--- config.mk ---
export PLATFORM = sky130hd
export DESIGN_NAME = dadda_mac_acc
export DESIGN_NICKNAME = d
export VERILOG_FILES = /design/src/rtl/dadda_pkg.sv /design/src/rtl/mac_run_counter.sv /design/src/rtl/dadda_mac_acc.sv
export SDC_FILE = /design/constraint.sdc
export NUM_CORES = 1
export LEC_CHECK = 0
export ABC_AREA = 1
export BUFFER_PORTS_ARGS = -buffer_cell sky130_fd_sc_hd__buf_4
export CORE_ASPECT_RATIO = 2
export CORE_MARGIN = 2
export CORE_UTILIZATION = 40
export DETAILED_ROUTE_END_ITERATION = 8
export SETUP_SLACK_MARGIN = 0.02
export SLEW_MARGIN = 20
export SYNTH_ARGS = -nofsm -noshare
export SYNTH_HDL_FRONTEND = slang
export SYNTH_SLANG_ARGS = --single-unit
--- constraint.sdc ---
create_clock -name clk -period 6.3 [get_ports clk]
set_clock_uncertainty 0.05 [all_clocks]
set_input_delay 1.26 -clock clk [delete_from_list [all_inputs] [get_ports clk]]
set_output_delay 1.26 -clock clk [all_outputs]
set_load 0.005 [all_outputs]
--- src/rtl/dadda_pkg.sv ---
// Shared definitions for the Dadda multiply-accumulate datapath:
// run-state encoding and default widths.
package dadda_pkg;

    typedef enum logic [1:0] {
        IDLE = 2'd0,
        ACC  = 2'd1,
        HOLD = 2'd2
    } state_e;

    localparam int PROD_W    = 32;
    localparam int ACC_W_DEF = 40;
    localparam int CNT_W_DEF = 8;

endpackage

--- src/rtl/mac_run_counter.sv ---
// Product counter for one accumulate run: loads the run length, counts
// accepted products and flags the product that completes the run.
module mac_run_counter
    import dadda_pkg::*;
#(
    parameter int CNT_W = CNT_W_DEF
) (
    input  logic             clk,
    input  logic             rst,
    input  logic             load_i,
    input  logic [CNT_W-1:0] len_i,
    input  logic             inc_i,
    output logic             last_o
);

    logic [CNT_W-1:0] len_q;
    logic [CNT_W-1:0] cnt_q;
    logic [CNT_W:0]   cntNext;

    // One extra bit so that a run of the maximum length still compares correctly.
    assign cntNext = {1'b0, cnt_q} + {{CNT_W{1'b0}}, 1'b1};
    assign last_o  = inc_i && (cntNext == {1'b0, len_q});

    always_ff @(posedge clk) begin
        if (rst) begin
            len_q <= '0;
            cnt_q <= '0;
        end else if (load_i) begin
            len_q <= len_i;
            cnt_q <= '0;
        end else if (inc_i) begin
            cnt_q <= cntNext[CNT_W-1:0];
        end
    end

endmodule

--- src/rtl/dadda_mac_acc.sv ---
// Accumulate stage behind the Dadda multiplier: sums a programmed number of
// 32-bit products into a wide accumulator and hands the result downstream.
module dadda_mac_acc
    import dadda_pkg::*;
#(
    parameter int ACC_W = ACC_W_DEF,
    parameter int CNT_W = CNT_W_DEF
) (
    input  logic              clk,
    input  logic              rst,
    input  logic              start,
    input  logic [CNT_W-1:0]  len,
    input  logic [PROD_W-1:0] p,
    input  logic              p_valid,
    output logic              p_ready,
    output logic [ACC_W-1:0]  res,
    output logic              res_valid,
    input  logic              res_ready,
    output logic              ovf
);

    state_e           state_q, state_d;
    logic [ACC_W-1:0] acc_q, acc_d;
    logic             ovf_q, ovf_d;
    logic             accept;
    logic             load;
    logic             last;
    logic [ACC_W:0]   sum;

    assign accept = (state_q == ACC) && p_valid;
    assign load   = (state_q == IDLE) && start;
    // Top bit of the widened sum is the carry out of the accumulator.
    assign sum    = {1'b0, acc_q} + {{(ACC_W + 1 - PROD_W){1'b0}}, p};

    mac_run_counter #(
        .CNT_W (CNT_W)
    ) u_counter (
        .clk    (clk),
        .rst    (rst),
        .load_i (load),
        .len_i  (len),
        .inc_i  (accept),
        .last_o (last)
    );

    always_comb begin
        state_d = state_q;
        acc_d   = acc_q;
        ovf_d   = ovf_q;
        case (state_q)
            IDLE: begin
                if (start) begin
                    acc_d   = '0;
                    ovf_d   = 1'b0;
                    state_d = (len == '0) ? HOLD : ACC;
                end
            end
            ACC: begin
                if (accept) begin
                    acc_d = sum[ACC_W-1:0];
                    ovf_d = ovf_q | sum[ACC_W];
                    if (last) begin
                        state_d = HOLD;
                    end
                end
            end
            HOLD: begin
                if (res_ready) begin
                    state_d = IDLE;
                end
            end
            default: state_d = IDLE;
        endcase
    end

    always_ff @(posedge clk) begin
        if (rst) begin
            state_q <= IDLE;
            acc_q   <= '0;
            ovf_q   <= 1'b0;
        end else begin
            state_q <= state_d;
            acc_q   <= acc_d;
            ovf_q   <= ovf_d;
        end
    end

    assign p_ready   = (state_q == ACC);
    assign res_valid = (state_q == HOLD);
    assign res       = acc_q;
    assign ovf       = ovf_q;

endmodule

==> flow_summary.yaml, run 1 <==
setup_path:
  cp_cell_sequence: "buf_4 > ha_1 > fa_1 > nand3_1 > nand2_1 > nand3_1 > nand2_1 > nand3_1 > nand3_1 > nand2_1 > nand2_1 > nand3_1 > nand2_1 > nor2_1"
  end_kind: "register"
  cp_slowest_cell: "fa_1"
  critPathMaxStageDelay_ns: 0.50
  crit_required_ns: 6.52
  worstPathArrival_ns: 3.30
  startpoint_type: "input pin"
  reg2regPathDepth: 7
  critical_path_peak_fanout: 6
  path_class: "input pin to register"
placed_design:
  portBuffers: 87
  place_congestion: 0.913
  place_hpwl_um: 13200
  place_inst: 1088
power_and_ir_drop:
  p_leak_nw: 3.05
  power_density_nw_per_um2: 222
  irDropWorstVdd_v: 0.000140
synthesis:
  ys_types: 34
  synthAdderAreaFrac_pct: 8.62
  avgSynthCellArea_um2: 5.81
  synth_top_family_by_area: "simple AND/OR/NAND/NOR gates"
  syn_area_um2: 5020
  seq_area_frac_synth_pct: 23.5
  synth-compound-area-share_pct: 17.7
  yosys.area_share.simple_pct: 40.2
  netlist.area_leader.share_pct: 23.5
  synth_cells: 865
  synth_xor_area_share_pct: 0
  synth_largest_area_cell: "dfxtp_1"
  yosys_register_bits: 59
  synth_nets: 944
  synth.area.mux_share_pct: 0
  netlist_top_cells_area: "dfxtp_1 (24%), nand2_1 (22%), a21oi_1 (11%)"
  yosysWarningCount: 0
hold_path:
  min_path_type: "register to register"
  min_path_cells: 2
timing:
  fin_crit_sh_pct: 48.9
  worst_pin_slew_ns: 0.924
  tns_ns: 0
  hold_slack_ns: 0.403
  slew_violations: 0
  min_period_ns: 3.08
  relSlewSlack_pct: 38.2
  hold_violations: 0
  rsz0062_at_grt: "no"
  setup_viol: 0
  timing.fmax_mhz: 324
finish:
  fin_util_pct: 49.2
  diodes: 0
  fin_cells: 1104
  layout.nets: 1028
  regArea_um2: 1180
  syn_to_final_growth_pct: 21.4
  drive_gt1_share_pct: 13.4
  multi_input_area_um2: 3340
  filler_cell_count: 1364
floorplanning:
  rows: 58
  io_pins: 88
  die_w_um: 83.2
  core_um2: 12400
  die_y_um: 162
  start_util_pct: 40.5
  die_area_um2: 13500
grt:
  overflow: 0
  first_global_vias: 5233
  antenna_found_initial: 0
  grt_max_degree: 35
  grt_util_all_layers_pct: 24.4
  grt_pass1_wl_um: 26100
outcome:
  status: "completed"
detailed_routing:
  routed_wl_um: 16500
  vias_per_cell: 5.17
  wl_per_cell_um: 15.0
  route.detailed.drc: 0
  dr.pass1.iters: 5
  drtIter0Drc: 273
  vias: 5706
  ant_nets: 0
clock_tree:
  clk_path_buf_depth: 2
  clock_latency_ns: 0.34
  h-tree-depth: 3
  cts.sinks: 59
  postCtsSetupBuffers: 0
  hold_buffers: 0
  ctsResizeCount: 0
  cts_tree: "built"
  root_buffer: "clkbuf_16"
  clk_pin_slew_ns: 0.05
  cts_buffers: 9
run:
  drv_cap: 0
cell usage in the layout (no fill, tap or decap), types with 2 or more instances in the layout:
| cell type | Yosys | layout |
|---|---|---|
| dfxtp_1 | 59 | 59 |
| buf_4 | 1 | 88 |
| nor2_1 | 67 | 67 |
| nand2_1 | 289 | 289 |
| nor2_4 | 2 | 2 |
| nor3_1 | 3 | 3 |
| a21oi_1 | 106 | 106 |
| o21a_1 | 2 | 2 |
| clkinvlp_4 | 0 | 2 |
| a21o_1 | 4 | 4 |
| o211ai_1 | 4 | 4 |
| clkinv_4 | 0 | 2 |
| o21ai_0 | 49 | 49 |
| ha_1 | 33 | 33 |
| nor2_2 | 10 | 10 |
| inv_1 | 112 | 112 |
| or2_2 | 2 | 2 |
| nand3b_1 | 8 | 8 |
| nand3_2 | 4 | 4 |
| nand2_2 | 4 | 4 |
| nand4_1 | 14 | 14 |
| nor4_1 | 2 | 2 |
| nand3_1 | 66 | 66 |
| clkbuf_16 | 0 | 9 |
state kept, by name, summed over array words and instances (netlist names):
name,cells
state_q,2
res,40
u_counter.cnt_q,8
ovf,1
u_counter.len_q,8
worst paths after layout:
kind / slack, ns / endpoint / start
setup reg to reg: 3.85 / res[13] / state_q[1]
hold reg to reg: 0.40 / ovf / ovf
setup / recovery: 3.22 / res[38] / p[0]
hold / removal: 0.40 / ovf / ovf
synth_stat cells:
cell,number
a21o_1,4
a21oi_1,106
a21oi_2,1
a31oi_1,1
buf_2,7
buf_4,1
buf_6,1
clkbuf_1,6
clkinv_1,1
dfxtp_1,59
fa_1,1
ha_1,33
inv_1,112
inv_2,1
nand2_1,289
nand2_2,4
nand3_1,66
nand3_2,4
nand3b_1,8
nand4_1,14
nor2_1,67
nor2_2,10
nor2_4,2
nor3_1,3
nor3b_1,1
nor4_1,2
o211ai_1,4
o21a_1,2
o21ai_0,49
o21ai_1,1
o21ai_2,1
o21bai_1,1
or2_1,1
or2_2,2
power by group:
part | total [W] | switching, W | internal [W]
clock | 0.000511 | 0.000193 | 0.000318
combinational | 0.000407 | 0.000262 | 0.000145
sequential | 0.000434 | 0.0000283 | 0.000405
layer usage:
layer | routed length (µm) | GRT usage, % | vias up
li1 | - | - | 2977
met1 | 7100 | 29.2 | 2573
met2 | 8410 | 44.0 | 132
met3 | 609 | 3.55 | 24
met4 | 403 | 8.35 | 0
met5 | 0 | 0 | -
layout make-up:
type	instances	area share, %
Inverter	114	7.01
Clock buffer	11	3.98
Timing Repair Buffer	88	10.8
Sequential cell	59	19.4
Multi-Input combinational cell	677	54.7
Clock inverter	5	1.03
Tap cell	150	3.08
kinds of logic after synthesis:
kind of cell | count (synthesis)
AND/OR/NAND/NOR | 473
AO/OA/AOI/OAI | 170
adder cells (fa/ha/maj) | 34
flip-flops | 59
buffers and inverters | 129
per-stage QoR:
step	total power (W)	area (µm²)	worst slack, ns
floorplan	0.000709	5020	3.39
global placement	0.000846	5800	2.91
detailed placement	0.000848	5800	2.90
CTS	0.00136	6100	3.22
global route	0.00143	6100	3.02
finish	0.00135	6100	3.22
worst max-delay path, delay by kind of cell:
family	cells	cell delay [ns]
fa+ha+maj	2	0.78
buf+inv	1	0.11
simple gates	11	1.16
Power figures use the tool's default switching activity.
==> run 2: changes to the inputs <==
clock period = 3.1 ns   (was 6.3 ns; I/O delays follow)
==> run 2 against run 1 <==
First-iteration DRC count increased by 16%; routed wire length increased by 1.4%; core utilization increased by 0.15 points; die area unchanged; clock power increased by 110%; sequential share of layout area decreased by 0.059 points; flip-flop and latch count unchanged; worst hold slack improved by 0.0058 ns; combinational power increased by 110%; final cell count increased by 0.27%; worst setup slack got worse by 2.4 ns.
==> flow_summary.yaml, run 2 (synthesized netlist as in run 1, its figures left out) <==
outcome:
  status: "completed"
timing:
  layout_setup_ws_ns: 0.778
  relSlewSlack_pct: 60.6
  worst_pin_slew_ns: 0.591
  rsz0062_at_grt: "no"
  fin_crit_sh_pct: 74.9
  min_period_ns: 2.32
  setup_viol: 0
  tns_ns: 0
  timing.fmax_mhz: 431
  slew_violations: 0
  hold_violations: 0
floorplanning:
  die_area_um2: 13500
  io_pins: 88
  rows: 58
  start_util_pct: 40.5
  die_w_um: 83.2
  die_y_um: 162
  core_um2: 12400
hold_path:
  worstHoldStart: "ovf"
  min_to: "ovf"
  min_path_type: "register to register"
  min_path_cells: 2
clock_tree:
  hold_buffers: 0
  cts_tree: "built"
  postCtsSetupBuffers: 0
  cts.sinks: 59
  ctsResizeCount: 0
  clk_path_buf_depth: 2
  cts_buffers: 9
  clock_latency_ns: 0.34
  root_buffer: "clkbuf_16"
  clk_pin_slew_ns: 0.05
  h-tree-depth: 3
grt:
  use_met1_pct: 30.8
  gr-usage-met3_pct: 2.79
  grt_max_degree: 35
  overflow: 0
  grt_use_met2_pct: 44.0
  grt_pass1_wl_um: 26600
  first_global_vias: 5311
  busiest_layer: "met2"
  grt_util_all_layers_pct: 24.9
  antenna_found_initial: 0
placed_design:
  place_ws_ns: 0.436
  place_hpwl_um: 13400
  portBuffers: 87
  placed_cell_area_um2: 5820
  place_congestion: 0.915
setup_path:
  end_kind: "register"
  critical_path_peak_fanout: 6
  cp_slowest_cell: "fa_1"
  cp_cell_sequence: "buf_4 > ha_1 > fa_1 > nand3_1 > nand2_1 > nand3_1 > nand2_1 > nand2_1 > nand2_1 > nand2_1 > nand2_1 > nand2_1 > nand3_1 > a21oi_1"
  r2r-end: "res[30]"
  reg2reg_slack_ns: 0.84
  path_class: "input pin to register"
  startpoint_type: "input pin"
  worstPathArrival_ns: 2.54
  timing.critical_path.mode_cell: "nand2_1"
  r2r_start: "res[0]"
  critPathMaxStageDelay_ns: 0.48
  reg2regPathDepth: 13
  crit_required_ns: 3.32
detailed_routing:
  vias_per_cell: 5.15
  ant_nets: 0
  drtIter0Drc: 318
  routed_wl_um: 16800
  vias: 5698
  route.detailed.drc: 0
  wl_per_cell_um: 15.1
  dr.pass1.iters: 5
power_and_ir_drop:
  power_density_nw_per_um2: 452
  p_leak_nw: 3.06
  irDropWorstVdd_v: 0.000356
finish:
  final_area_um2: 6120
  syn_to_final_growth_pct: 21.8
  layout.nets: 1031
  drive_gt1_share_pct: 13.8
  largest_reg_flops: 40
  most-common-layout-cells: "nand2_1 (289), inv_1 (112), a21oi_1 (106), buf_4 (91), nor2_1 (67)"
  diodes: 0
  layout_commonest_cell: "nand2_1"
  filler_cell_count: 1348
run:
  drv_cap: 0
==> run 2: cell types whose count changed in the layout (fill, tap and decap cells not counted), sizes merged <==
cell,previous run,this run
clkbuf,11,9
inv,113,115
buf,88,91
==> run 2: cell type report <==
class                   count  area (µm²)  share of cell area [%]
well taps                 150         188                    3.07
flip-flops and latches     59        1180                    19.3
clock inverters             7        76.3                    1.25
multi-input cells         677        3340                    54.5
repair buffers             91         683                    11.2
clock buffers               9         225                    3.68
inverters                 114         428                    6.99
==> run 2: how the worst max path moves through the flow <==
stage          cells past startpoint  endpoint  start
6_report                          14   res[30]   p[0]
5_1_grt                           12   res[24]   p[0]
4_1_cts                           12   res[24]   p[0]
3_5_place_dp                      12   res[24]   p[0]
3_3_place_gp                      12   res[24]   p[0]
2_1_floorplan                      9   res[16]   p[0]
==> run 2: per-stage QoR <==
stage	hold WS [ns]	total power, W	utilization (%)	std cells
after floorplan	0.394	0.00144	-	865
after global placement	0.393	0.00173	46.9	1091
after detailed placement	0.397	0.00173	46.9	1091
after CTS	0.407	0.00279	49.3	1107
after global routing	0.429	0.00292	49.3	1107
final	0.409	0.00277	49.3	1107
==> run 2: power by group <==
part / internal, W / switching (W) / leakage [nW]
clock network: 0.000628 / 0.000419 / 0.142
logic: 0.000302 / 0.000539 / 2.44
registers: 0.000824 / 0.0000577 / 0.480
total: 0.00175 / 0.00102 / 3.06
==> run 2: metal layers <==
metal | share of wire, % | vias up
met1 | 44 | 2549
met4 | 2.7 | 0
met2 | 49 | 137
met3 | 4.0 | 26
met5 | 0 | -
li1 | - | 2986
==> run 2: worst max-delay path: cells and delay by family <==
kind | cells | cell delay, ns
compound gates | 1 | 0.13
fa+ha+maj | 2 | 0.75
simple gates | 10 | 0.93
buf+inv | 1 | 0.11
==> run 3: changes to the inputs <==
clock period = 2.1 ns   (was 3.1 ns; I/O delays follow)
==> run 3 against run 2 <==
Routed wire length rose by 7.4%; non-clock buffer count rose by 87; sequential power rose by 49%; global-route usage rose by 1.3 points; clock power rose by 40%; count of clock-buffer cells in the layout rose by 1; total power rose by 59%; die area did not move; largest power group is now combinational cells; sequential share of layout area fell by 2.7 points; worst hold slack got worse by 0.12 ns; final cell count rose by 7.9%.
==> flow_summary.yaml, run 3 (synthesized netlist as in run 1, its figures left out) <==
outcome:
  status: "completed"
placed_design:
  place_inst: 1176
  place_hpwl_um: 14400
  place_congestion: 0.929
  portBuffers: 87
  placed_cell_area_um2: 6460
timing:
  hold_violations: 0
  setup_viol: 0
  rsz0062_at_grt: "yes"
  worst_pin_slew_ns: 0.610
  fin_crit_sh_pct: 97.2
  timing.fmax_mhz: 490
  tns_ns: 0
  relSlewSlack_pct: 59.3
  slew_violations: 0
  min_period_ns: 2.04
finish:
  filler_cell_count: 1295
  most-common-layout-cells: "nand2_1 (274), buf_4 (178), inv_1 (112), a21oi_1 (91), nand3_1 (64)"
  layout_commonest_cell: "nand2_1"
  diodes: 0
  largest_reg_flops: 40
  fin_cells: 1194
  layout.nets: 1118
  final_area_um2: 7130
  drive_gt1_share_pct: 27.4
  syn_to_final_growth_pct: 42.0
clock_tree:
  root_buffer: "clkbuf_16"
  cts.sinks: 59
  cts_buffers: 9
  cts_tree: "built"
  clk_pin_slew_ns: 0.06
  hold_buffers: 0
  clk_path_buf_depth: 2
  h-tree-depth: 3
  clock_latency_ns: 0.35
setup_path:
  crit_required_ns: 2.33
  cp_slowest_cell: "fa_2"
  path_class: "register to register"
  startpoint_type: "register"
  cp_cell_sequence: "ha_2 > fa_2 > nand3_1 > nand2_2 > nand3_1 > nand3b_1 > buf_4 > a21oi_1 > o21ai_0 > a21oi_1"
  end_kind: "register"
  critPathMaxStageDelay_ns: 0.34
  critical_path_peak_fanout: 5
  worstPathArrival_ns: 2.28
floorplanning:
  die_area_um2: 13500
  die_y_um: 162
  die_w_um: 83.2
  rows: 58
  io_pins: 88
  core_um2: 12400
  start_util_pct: 40.5
power_and_ir_drop:
  p_leak_nw: 3.50
  swShare_pct: 37.2
  pwr-share-comb_pct: 37.0
  irDropWorstVdd_v: 0.000463
  p_switching_w: 0.00164
  intPower_w: 0.00276
  power_density_nw_per_um2: 617
  pwr-share-seq_pct: 29.7
  clkPwrFrac_pct: 33.3
detailed_routing:
  dr.pass1.iters: 5
  vias: 6069
  route.detailed.drc: 0
  wl_per_cell_um: 15.1
  ant_nets: 0
  vias_per_cell: 5.08
  routed_wl_um: 18000
  drtIter0Drc: 326
grt:
  overflow: 0
  grt_pass1_wl_um: 28200
  first_global_vias: 5776
  antenna_found_initial: 0
  grt_max_degree: 26
  grt_util_all_layers_pct: 26.2
run:
  drv_cap: 0
hold_path:
  min_path_type: "input pin to register"
[run 3: changes by cell type in the layout (fill, tap and decap cells not counted), sizes merged]
cell and change:
buf +87, clkbuf +1, clkinv +1, inv -1, bufinv -1
[run 3: what timing repair did]
| item | CTS | global route |
|---|---|---|
| cloned | 0 | 0 |
| gates resized for setup | 4 | 84 |
| endpoints found under the setup margin | 7 | 31 |
| hold endpoints to repair | 0 | 0 |
| setup buffers | 0 | 2 |
| pin swaps | 0 | 9 |
[run 3: final timing paths]
check                           startpoint            endpoint  slack (ns)  depth (start not counted)
worst max-delay path                res[0]             res[12]        0.06                         10
worst min register to register         ovf                 ovf        0.41                          2
worst min-delay path                len[3]  u_counter.len_q[3]        0.29                          3
worst max register to register      res[0]             res[12]        0.06                         10
[run 3: power by group through the flow]
stage	logic (W)	clock network, W	registers, W
detailed placement	0.00147	0	0.00132
CTS	0.00148	0.00149	0.00129
floorplan	0.000820	0	0.00131
global placement	0.00146	0	0.00132
global route	0.00180	0.00152	0.00132
finish	0.00163	0.00147	0.00131
[run 3: cell type report]
type	instances	area (µm²)	share of cell area [%]
inverters	114	428	6.00
clock buffers	10	239	3.35
clock inverters	6	50.0	0.702
repair buffers	178	1340	18.7
well taps	150	188	2.63
multi-input cells	677	3710	52.0
flip-flops and latches	59	1180	16.6
[run 3: critical path: cells and delay by family, from the launching register on]
kind / cells / cell delay, ns
DFF: 1 / 0.33
buffers and inverters: 1 / 0.22
AOI/OAI and AO/OA: 3 / 0.32
adders and majority gates: 2 / 0.53
and+or+nand+nor: 4 / 0.53
[run 3: through the flow]
step | power [W] | hold slack (ns) | utilization (%) | setup WS (ns)
floorplan | 0.00213 | 0.394 | - | 0.0309
global placement | 0.00278 | 0.390 | 52.0 | -0.219
detailed placement | 0.00279 | 0.401 | 52.0 | -0.229
CTS | 0.00427 | 0.288 | 54.4 | 0.0255
global route | 0.00464 | 0.322 | 57.5 | -0.0571
finish | 0.00440 | 0.291 | 57.5 | 0.0580
[run 3: per-layer routing]
layer | global-route usage, % | vias to the layer above | share of wire (%)
li1 | - | 3172 | -
met1 | 32.0 | 2715 | 43
met2 | 46.2 | 150 | 49
met3 | 3.75 | 32 | 4.1
met4 | 10.1 | 0 | 3.6
met5 | 0 | - | 0
